===== config.mk =====
export PLATFORM = sky130hd
export DESIGN_NAME = cache_wb_xmt
export DESIGN_NICKNAME = d
export VERILOG_FILES = /design/src/rtl/cache_wb_xmt_pkg.sv /design/src/rtl/csh_wb_fifo.sv /design/src/rtl/cache_wb_xmt.sv
export SDC_FILE = /design/constraint.sdc
export NUM_CORES = 1
export LEC_CHECK = 0
export ABC_AREA = 1
export BUFFER_PORTS_ARGS = -buffer_cell sky130_fd_sc_hd__clkbuf_2
export CAP_MARGIN = 25
export CORE_MARGIN = 5
export CORE_UTILIZATION = 25
export CTS_BUF_LIST = sky130_fd_sc_hd__clkbuf_8
export CTS_CLUSTER_DIAMETER = 80
export DETAILED_ROUTE_END_ITERATION = 8
export GPL_TIMING_DRIVEN = 0
export HOLD_SLACK_MARGIN = 0.08
export PLACE_DENSITY = 0.49
export SLEW_MARGIN = 40
export SYNTH_ARGS = -nofsm -noshare
export SYNTH_HDL_FRONTEND = slang
export SYNTH_SLANG_ARGS = --single-unit

===== constraint.sdc =====
create_clock -name clk -period 7.49 [get_ports clk]
set_input_delay 1.498 -clock clk [delete_from_list [all_inputs] [get_ports clk]]
set_output_delay 1.498 -clock clk [all_outputs]
set_load 0.01 [all_outputs]

===== src/rtl/cache_wb_xmt_pkg.sv =====
// Shared types, defaults and the per-slice odd-parity check for the cache writeback transmitter.
package cache_wb_xmt_pkg;

  localparam int unsigned WordsDef = 4;
  localparam int unsigned LineWDef = 7;
  localparam int unsigned WayWDef  = 2;
  // Word number field of a cache address (bits 34-35).
  localparam int unsigned WdW      = 2;

  typedef enum logic [1:0] {
    StIdle,
    StRead,
    StDrain,
    StDone
  } state_e;

  // Odd parity: a slice is bad when data plus parity holds an even number of ones.
  function automatic logic slice_par_err(input logic [8:0] data, input logic par);
    return ~(^{data, par});
  endfunction

endpackage


===== src/rtl/csh_wb_fifo.sv =====
// Small synchronous FIFO buffering read-back cache words (data plus parity) for transmission.
module csh_wb_fifo #(
  parameter int unsigned Depth = 4,
  parameter int unsigned Width = 40
) (
  input  logic             clk_i,
  input  logic             rst_i,
  input  logic             wr_en_i,
  input  logic [Width-1:0] wr_data_i,
  input  logic             rd_en_i,
  output logic [Width-1:0] rd_data_o,
  output logic             full_o,
  output logic             empty_o
);
  localparam int unsigned PtrW = (Depth > 1) ? $clog2(Depth) : 1;
  localparam int unsigned CntW = $clog2(Depth + 1);

  logic [Width-1:0] mem_q [Depth];
  logic [PtrW-1:0]  wr_ptr_q, wr_ptr_d, rd_ptr_q, rd_ptr_d;
  logic [CntW-1:0]  cnt_q, cnt_d;
  logic             wr, rd;

  function automatic logic [PtrW-1:0] next_ptr(input logic [PtrW-1:0] ptr);
    return (ptr == PtrW'(Depth - 1)) ? '0 : ptr + PtrW'(1);
  endfunction

  assign full_o    = (cnt_q == CntW'(Depth));
  assign empty_o   = (cnt_q == '0);
  assign wr        = wr_en_i && !full_o;
  assign rd        = rd_en_i && !empty_o;
  assign rd_data_o = mem_q[rd_ptr_q];

  always_comb begin
    wr_ptr_d = wr ? next_ptr(wr_ptr_q) : wr_ptr_q;
    rd_ptr_d = rd ? next_ptr(rd_ptr_q) : rd_ptr_q;
    cnt_d    = cnt_q;
    unique case ({wr, rd})
      2'b10:   cnt_d = cnt_q + CntW'(1);
      2'b01:   cnt_d = cnt_q - CntW'(1);
      default: cnt_d = cnt_q;
    endcase
  end

  always_ff @(posedge clk_i) begin
    if (rst_i) begin
      wr_ptr_q <= '0;
      rd_ptr_q <= '0;
      cnt_q    <= '0;
    end else begin
      wr_ptr_q <= wr_ptr_d;
      rd_ptr_q <= rd_ptr_d;
      cnt_q    <= cnt_d;
    end
  end

  always_ff @(posedge clk_i) begin
    if (wr) begin
      mem_q[wr_ptr_q] <= wr_data_i;
    end
  end

endmodule


===== src/rtl/cache_wb_xmt.sv =====
// Cache line writeback: reads WORDS words of one way/line and streams them to memory with
// ready/valid handshaking, flagging the first word whose parity is bad.
module cache_wb_xmt
  import cache_wb_xmt_pkg::*;
#(
  parameter int unsigned WORDS  = WordsDef,
  parameter int unsigned LINE_W = LineWDef,
  parameter int unsigned WAY_W  = WayWDef
) (
  input  logic                  clk,
  input  logic                  reset,
  input  logic                  wb_req_h,
  input  logic [LINE_W-1:0]     wb_line_h,
  input  logic [WAY_W-1:0]      wb_way_h,
  output logic                  wb_ack_h,
  output logic                  wb_done_h,
  output logic                  csh_rd_en_h,
  output logic [LINE_W+WdW-1:0] csh_rd_adr_h,
  output logic [WAY_W-1:0]      csh_rd_way_h,
  input  logic [35:0]           cache_data_h,
  input  logic [3:0]            csh_par_bit_h,
  output logic [35:0]           cache_to_mem_h,
  output logic                  cache_to_mem_vld_h,
  input  logic                  mem_rdy_h,
  output logic [LINE_W+WdW-1:0] cache_to_mem_adr_h,
  output logic                  cache_to_mem_last_h,
  output logic                  csh_par_err_h,
  output logic [WdW-1:0]        csh_par_err_wd_h
);
  localparam logic [WdW-1:0] LastWd = WdW'(WORDS - 1);
  localparam int unsigned    FifoW  = 40;

  state_e             state_q, state_d;
  logic [LINE_W-1:0]  line_q;
  logic [WAY_W-1:0]   way_q;
  logic [WdW-1:0]     rd_cnt_q, rd_cnt_d, tx_cnt_q, tx_cnt_d, err_wd_q, err_wd_d;
  logic               err_q, err_d, rd_pend_q;
  logic               ack, rd_en, push, pop, head_err;
  logic               fifo_full, fifo_empty;
  logic [FifoW-1:0]   fifo_rdata;
  logic [3:0]         slice_err;

  function automatic logic [WdW-1:0] next_wd(input logic [WdW-1:0] wd);
    return (wd == LastWd) ? '0 : wd + WdW'(1);
  endfunction

  assign ack   = (state_q == StIdle) && wb_req_h && !reset;
  assign rd_en = (state_q == StRead);
  // Data returns one cycle after the strobe; a pending read is dropped by reset.
  assign push  = rd_pend_q && !fifo_full;
  assign pop   = !fifo_empty && mem_rdy_h;

  always_comb begin
    slice_err = '0;
    for (int i = 0; i < 4; i++) begin
      slice_err[i] = slice_par_err(fifo_rdata[9*i +: 9], fifo_rdata[36+i]);
    end
  end
  assign head_err = |slice_err;

  always_comb begin
    state_d  = state_q;
    rd_cnt_d = rd_cnt_q;
    tx_cnt_d = tx_cnt_q;
    err_d    = err_q;
    err_wd_d = err_wd_q;
    unique case (state_q)
      StIdle: begin
        if (ack) begin
          state_d  = StRead;
          rd_cnt_d = '0;
          tx_cnt_d = '0;
          err_d    = 1'b0;
          err_wd_d = '0;
        end
      end
      StRead: begin
        rd_cnt_d = next_wd(rd_cnt_q);
        if (rd_cnt_q == LastWd) state_d = StDrain;
      end
      StDrain: begin
        if (pop && (tx_cnt_q == LastWd)) state_d = StDone;
      end
      StDone:  state_d = StIdle;
      default: state_d = StIdle;
    endcase
    // Parity is judged as each word leaves; only the first bad word is recorded.
    if (pop) begin
      tx_cnt_d = next_wd(tx_cnt_q);
      if (head_err && !err_q) begin
        err_d    = 1'b1;
        err_wd_d = tx_cnt_q;
      end
    end
  end

  always_ff @(posedge clk) begin
    if (reset) begin
      state_q   <= StIdle;
      line_q    <= '0;
      way_q     <= '0;
      rd_cnt_q  <= '0;
      tx_cnt_q  <= '0;
      err_q     <= 1'b0;
      err_wd_q  <= '0;
      rd_pend_q <= 1'b0;
    end else begin
      state_q   <= state_d;
      rd_cnt_q  <= rd_cnt_d;
      tx_cnt_q  <= tx_cnt_d;
      err_q     <= err_d;
      err_wd_q  <= err_wd_d;
      rd_pend_q <= rd_en;
      if (ack) begin
        line_q <= wb_line_h;
        way_q  <= wb_way_h;
      end
    end
  end

  csh_wb_fifo #(
    .Depth(WORDS),
    .Width(FifoW)
  ) u_fifo (
    .clk_i    (clk),
    .rst_i    (reset),
    .wr_en_i  (push),
    .wr_data_i({csh_par_bit_h, cache_data_h}),
    .rd_en_i  (pop),
    .rd_data_o(fifo_rdata),
    .full_o   (fifo_full),
    .empty_o  (fifo_empty)
  );

  assign wb_ack_h            = ack;
  assign wb_done_h           = (state_q == StDone);
  assign csh_rd_en_h         = rd_en;
  assign csh_rd_adr_h        = {line_q, rd_cnt_q};
  assign csh_rd_way_h        = way_q;
  assign cache_to_mem_vld_h  = !fifo_empty;
  assign cache_to_mem_h      = fifo_empty ? '0 : fifo_rdata[35:0];
  assign cache_to_mem_adr_h  = {line_q, tx_cnt_q};
  assign cache_to_mem_last_h = !fifo_empty && (tx_cnt_q == LastWd);
  assign csh_par_err_h       = err_q;
  assign csh_par_err_wd_h    = err_wd_q;

endmodule


# ---- Word-level counts from Yosys, hierarchy flattened
# Memory sizes are Yosys's and may differ from the RTL's. A register that Yosys moved wholly into a read port is not among the register bits.
# Cells that the tools add are included.
dict set report word_totals {
  ff_bits 26
  mem_bits_rw 160
  output_inout_bits 64
  memories 1
}
# memory depth width read_ports rd_ports_with_merged_regs write_ports line_no
set mem_list {}
lappend mem_list {u_fifo.mem_q 4 40 1 1 1 csh_wb_fifo.sv:18} ;# logic [Width-1:0] mem_q [Depth];
dict set report classes {
  add_sub_neg 6
  n_eq_ne 13
  muxes 26
  bitwise 4
  n_reduce_logical 27
}
# op n
set ops {}
lappend ops {{$reduce_xor A10 Y1} 4}
lappend ops {{$mux W36} 1}
lappend ops {{$mux W2} 16}
lappend ops {{$eq A2 B2 Y1 const B} 7}
lappend ops {{$logic_and A1 B1 Y1} 9}
lappend ops {{$add A2 B1 Y2 const B} 4}
lappend ops {{$pmux W2 S4} 1}
lappend ops {{$reduce_bool A2 Y1} 4}
lappend ops {{$mux W1} 6}
lappend ops {{$pmux W3 S2} 1}
lappend ops {{$eq A2 B1 Y1 const B} 2}
lappend ops {{$logic_not A1 Y1} 4}
lappend ops {{$ne A2 B2 Y1 const B} 2}
lappend ops {{$not A1 Y1} 4}
lappend ops {{$pmux W2 S2} 1}
lappend ops {{$reduce_and A2 Y1} 2}
lappend ops {{$reduce_or A4 Y1} 1}
lappend ops {{$add A3 B1 Y3 const B} 1}
lappend ops {{$eq A3 B3 Y1 const B} 1}
lappend ops {{$logic_not A3 Y1} 1}
lappend ops {{$reduce_and A3 Y1} 1}
lappend ops {{$sub A3 B1 Y3 const B} 1}
lappend ops {{$logic_not A2 Y1} 1}
lappend ops {{$ne A2 B1 Y1 const B} 1}

# ---- Longest topological paths before layout
dict set report logic_depth {
  depth_word 7
  mapped_depth 22
}

# ---- Cells and area by module
# Synthesis repeated with hierarchy kept, for this count alone.
dict set report hier_totals {
  hier_cells 769
  hier_area_um2 8298.0
}
# module n_inst cells_per_inst area_each_um2
set modules_own_cells {}
lappend modules_own_cells {csh_wb_fifo 1 458 6562.5}
lappend modules_own_cells {cache_wb_xmt 1 311 1735.4}

# ---- Worst setup path after synthesis
# OpenSTA, ideal clock, no wires.
dict set report synth_timing {
  kind {input to output}
  start {in reset}
  end {out wb_ack_h}
  arrival_time_ps 1930
  required_ps 5992
  setup_slack_ps 4062
  cell_stages 2
  path_cell_list {clkbuf_1 nor2_1}
}
dict set report synth_between {
  elab_chain_len 2
}
# element line_no
set synth_rtl {}
lappend synth_rtl {{start: declaration} cache_wb_xmt.sv:11} ;# input logic reset,
lappend synth_rtl {{$logic_not A1 Y1} cache_wb_xmt.sv:47} ;# assign ack = (state_q == StIdle) && wb_req_h && !reset;
lappend synth_rtl {{$logic_and A1 B1 Y1} cache_wb_xmt.sv:47}
lappend synth_rtl {{end: declaration} cache_wb_xmt.sv:15} ;# output logic wb_ack_h,
# No other way between the ends.

# ---- Worst setup path after layout
dict set report layout_timing {
  start {reg u_fifo.cnt_q[0]}
  end {out cache_to_mem_h[27]}
}
dict set report layout_between {
  elab_chain_len 2
}
# element line_no
set layout_rtl {}
lappend layout_rtl {{start: declaration} csh_wb_fifo.sv:20} ;# logic [CntW-1:0] cnt_q, cnt_d;
lappend layout_rtl {{start signal: assignment} csh_wb_fifo.sv:52} ;# cnt_q <= cnt_d;
lappend layout_rtl {{$logic_not A3 Y1} csh_wb_fifo.sv:28} ;# assign empty_o = (cnt_q == '0);
lappend layout_rtl {{$mux W36} cache_wb_xmt.sv:141} ;# assign cache_to_mem_h = fifo_empty ? '0 : fifo_rdata[35:0];
lappend layout_rtl {{end: declaration} cache_wb_xmt.sv:22} ;# output logic [35:0] cache_to_mem_h,
# No other way between the ends.

==> flow_metrics.tcl <==
set metrics [dict create \
    pin_count 117 \
    fin_crit_sh_pct 54.31 \
    start_kind "flop" \
    cts_buffer_depth 2 \
    ctsHoldBuffers 0 \
    gr-usage-all-layers_pct 12.68 \
    path_class "flop to output pin" \
    overflow 0 \
    cts_buffers 17 \
    viasPerCell 4.259 \
    outcome "finished clean" \
    area_growth_pct 21.39 \
    fin_nets 1149 \
    finalInstanceArea_um2 10530 \
    antenna_left 0 \
    required_ns 5.99 \
    path_max_fanout 10 \
    die_w_um 196.2 \
    synth_seq_area_share_pct 61.88 \
    end_kind "output pin" \
    dp.cells 1518 \
    drive_above_1_share_pct 19.36 \
    cp_data_arrival_time_ns 2.57 \
    fillers 3693 \
    dieArea_um2 38510 \
    grt_first_pass_wirelength_um 36920 \
    skew_ns 0.01542 \
    synth_area_um2 8671 \
    setup-violations-final 0 \
    drcViolationCount 0 \
    syn_inst 937 \
    avgSynthCellArea_um2 9.254 \
    cts_tree "built" \
    crit_slowest_cell "clkbuf_1" \
    hpwl_um 17910 \
    max_slew_margin_pct 48.92 \
    cts.sinks 188 \
    drt_wl_total_um 24270 \
    final_hold_viol_count 0 \
    portBuffers 115 \
    ir_worst_vdd_v 0.0001390 \
    worst_slew_pin_slew_ns 0.7662 \
    fin_util_pct 30.62 \
    core_um2 34370 \
    ys_ff_latch 188 \
    fmax_mhz 245.8 \
    ys_types 27 \
    place_area_um2 10140 \
    drt-initial-drc-count 427 \
    yosys_warnings 0 \
    place.gp.congestion 0.7649 \
    power.density_nw_per_um2 357.6 \
    cts-root-buf "clkbuf_8" \
    syn-num-nets 1004 \
    rows 68 \
    die_h_um 196.2 \
    hold_class "flop to flop" \
    antenna_found_initial 3 \
    grt_start_max_net_pins 19 \
    cts.repair.resized 0 \
    slowest_delay_ns 0.60 \
    fin_crit_ns 4.068 \
    drv_cap 0 \
    worstPathBufferInverterCount 3 \
    grt_pass1_vias 6346 \
    layout_common_cells "427 x nand2_1, 160 x edfxtp_1, 115 x clkbuf_2, 74 x nand3_1, 62 x nor2_1" \
    clkLatencyLatePin_ns 0.47 \
    seqCellArea_um2 5365 \
    grt_setup_unrepaired "no" \
    crit_family "buffers and inverters" \
    cts_setup_buffers 0 \
    start_util_pct 25.23 \
    htreeDepth 4 \
    first_pass_iters 5 \
    mostFrequentLayoutCell "nand2_1" \
    vias 6606 \
    wl_per_cell_um 15.65 \
    total_leakage_power_nw 4.566 \
    instances_no_fill 1551 \
    multiInputGateArea_um2 2829 \
    slew_viol_final 0 \
    cp_common_cell "clkbuf_1" \
    finalSetupTns_ns 0 \
    path_cells "nor3_1, clkbuf_1, clkbuf_1, nor2_1, clkbuf_2" \
    path_clk_slew_ns 0.10 \
]
[worst register-to-register path, delay by kind of cell, from the launching register on]
kind | cells | cell delay (ns)
simple gates | 15 | 1.47
buf+inv | 2 | 0.72
flops | 1 | 0.34
[sequential cells by signal, summed over array words and instances, names as in the netlist, named ones only]
| signal | flops |
|---|---|
| u_fifo.rd_ptr_q | 2 |
| csh_par_err_wd_h | 2 |
| csh_rd_way_h | 2 |
| csh_par_err_h | 1 |
| rd_pend_q | 1 |
| u_fifo.mem_q | 160 |
| tx_cnt_q | 2 |
| u_fifo.cnt_q | 3 |
| line_q | 7 |
| rd_cnt_q | 2 |
| state_q | 2 |
| u_fifo.wr_ptr_q | 2 |
[worst paths after layout]
path	startpoint	endpoint	slack, ns	depth (start not counted)
setup / recovery	u_fifo.cnt_q[0]	cache_to_mem_h[27]	3.42	5
hold reg to reg	csh_rd_way_h[0]	csh_rd_way_h[0]	0.48	2
hold / removal	csh_rd_way_h[0]	csh_rd_way_h[0]	0.48	2
setup reg to reg	flop	csh_par_err_wd_h[0]	4.85	17
[logic make-up (layout without fill, tap and decap cells)]
family          count (synthesis)  count (layout)  synth area share, %
compound gates                 50              50                3.362
other cells                     0               1                    0
simple gates                  572             572                25.95
flops                         188             188                61.88
xor+xnor                        7               7               0.7071
fa+ha+maj                      14              14                2.107
buf+inv                       106             264                6.003
[Yosys cell counts]
| cell type | number | area share, % |
|---|---|---|
| a211oi_1 | 3 | 0.26 |
| a21oi_1 | 19 | 1.1 |
| buf_2 | 15 | 0.87 |
| buf_4 | 17 | 1.5 |
| buf_6 | 5 | 0.65 |
| clkbuf_1 | 9 | 0.39 |
| clkinv_1 | 2 | 0.087 |
| dfxtp_1 | 28 | 6.5 |
| edfxtp_1 | 160 | 55 |
| fa_1 | 1 | 0.23 |
| ha_1 | 13 | 1.9 |
| inv_1 | 49 | 2.1 |
| inv_2 | 8 | 0.35 |
| inv_4 | 1 | 0.072 |
| nand2_1 | 427 | 18 |
| nand2_2 | 3 | 0.22 |
| nand3_1 | 74 | 4.3 |
| nor2_1 | 66 | 2.9 |
| nor3_1 | 2 | 0.12 |
| o211a_1 | 2 | 0.23 |
| o21ai_0 | 19 | 1.1 |
| o221a_2 | 1 | 0.13 |
| o22a_1 | 3 | 0.30 |
| o22ai_1 | 1 | 0.072 |
| o31ai_1 | 2 | 0.17 |
| xnor2_1 | 3 | 0.30 |
| xor2_1 | 4 | 0.40 |
[layer usage]
metal | global-route usage (%) | share of wire [%] | wire [µm]
met1 | 16.19 | 44 | 10770
met2 | 21.18 | 48 | 11700
met3 | 3.022 | 4.9 | 1179
met4 | 4.293 | 2.4 | 585
met5 | 0 | 0.16 | 39
[report_power, final]
part / switching (W) / leakage (nW) / internal [W] / total, W
Clock: 0.000387 / 0.193 / 0.000275 / 0.000662
Combinational: 0.00125 / 2.70 / 0.000594 / 0.00185
Sequential: 0.0000383 / 1.67 / 0.00122 / 0.00126
[layout make-up]
class                      count  area share, %
sequential                   188          50.97
multi-input combinational    643          26.88
timing repair buffer         126          8.107
tap                          455          5.409
buffer                        46          2.782
clock buffer                  17          2.223
inverter                      60          2.164
clock inverter                15          1.438
antenna                        1        0.02378
[through the flow]
step	setup slack (ns)	total power (W)	hold WS, ns
after detailed placement	3.771	0.003161	0.4679
after CTS	3.313	0.003824	0.4820
final	3.422	0.003763	0.4756
after global routing	3.172	0.004084	0.5120
after global placement	2.999	0.003114	0.4581
after floorplan	4.062	0.002486	0.4610
Power figures use the tool's default switching activity.
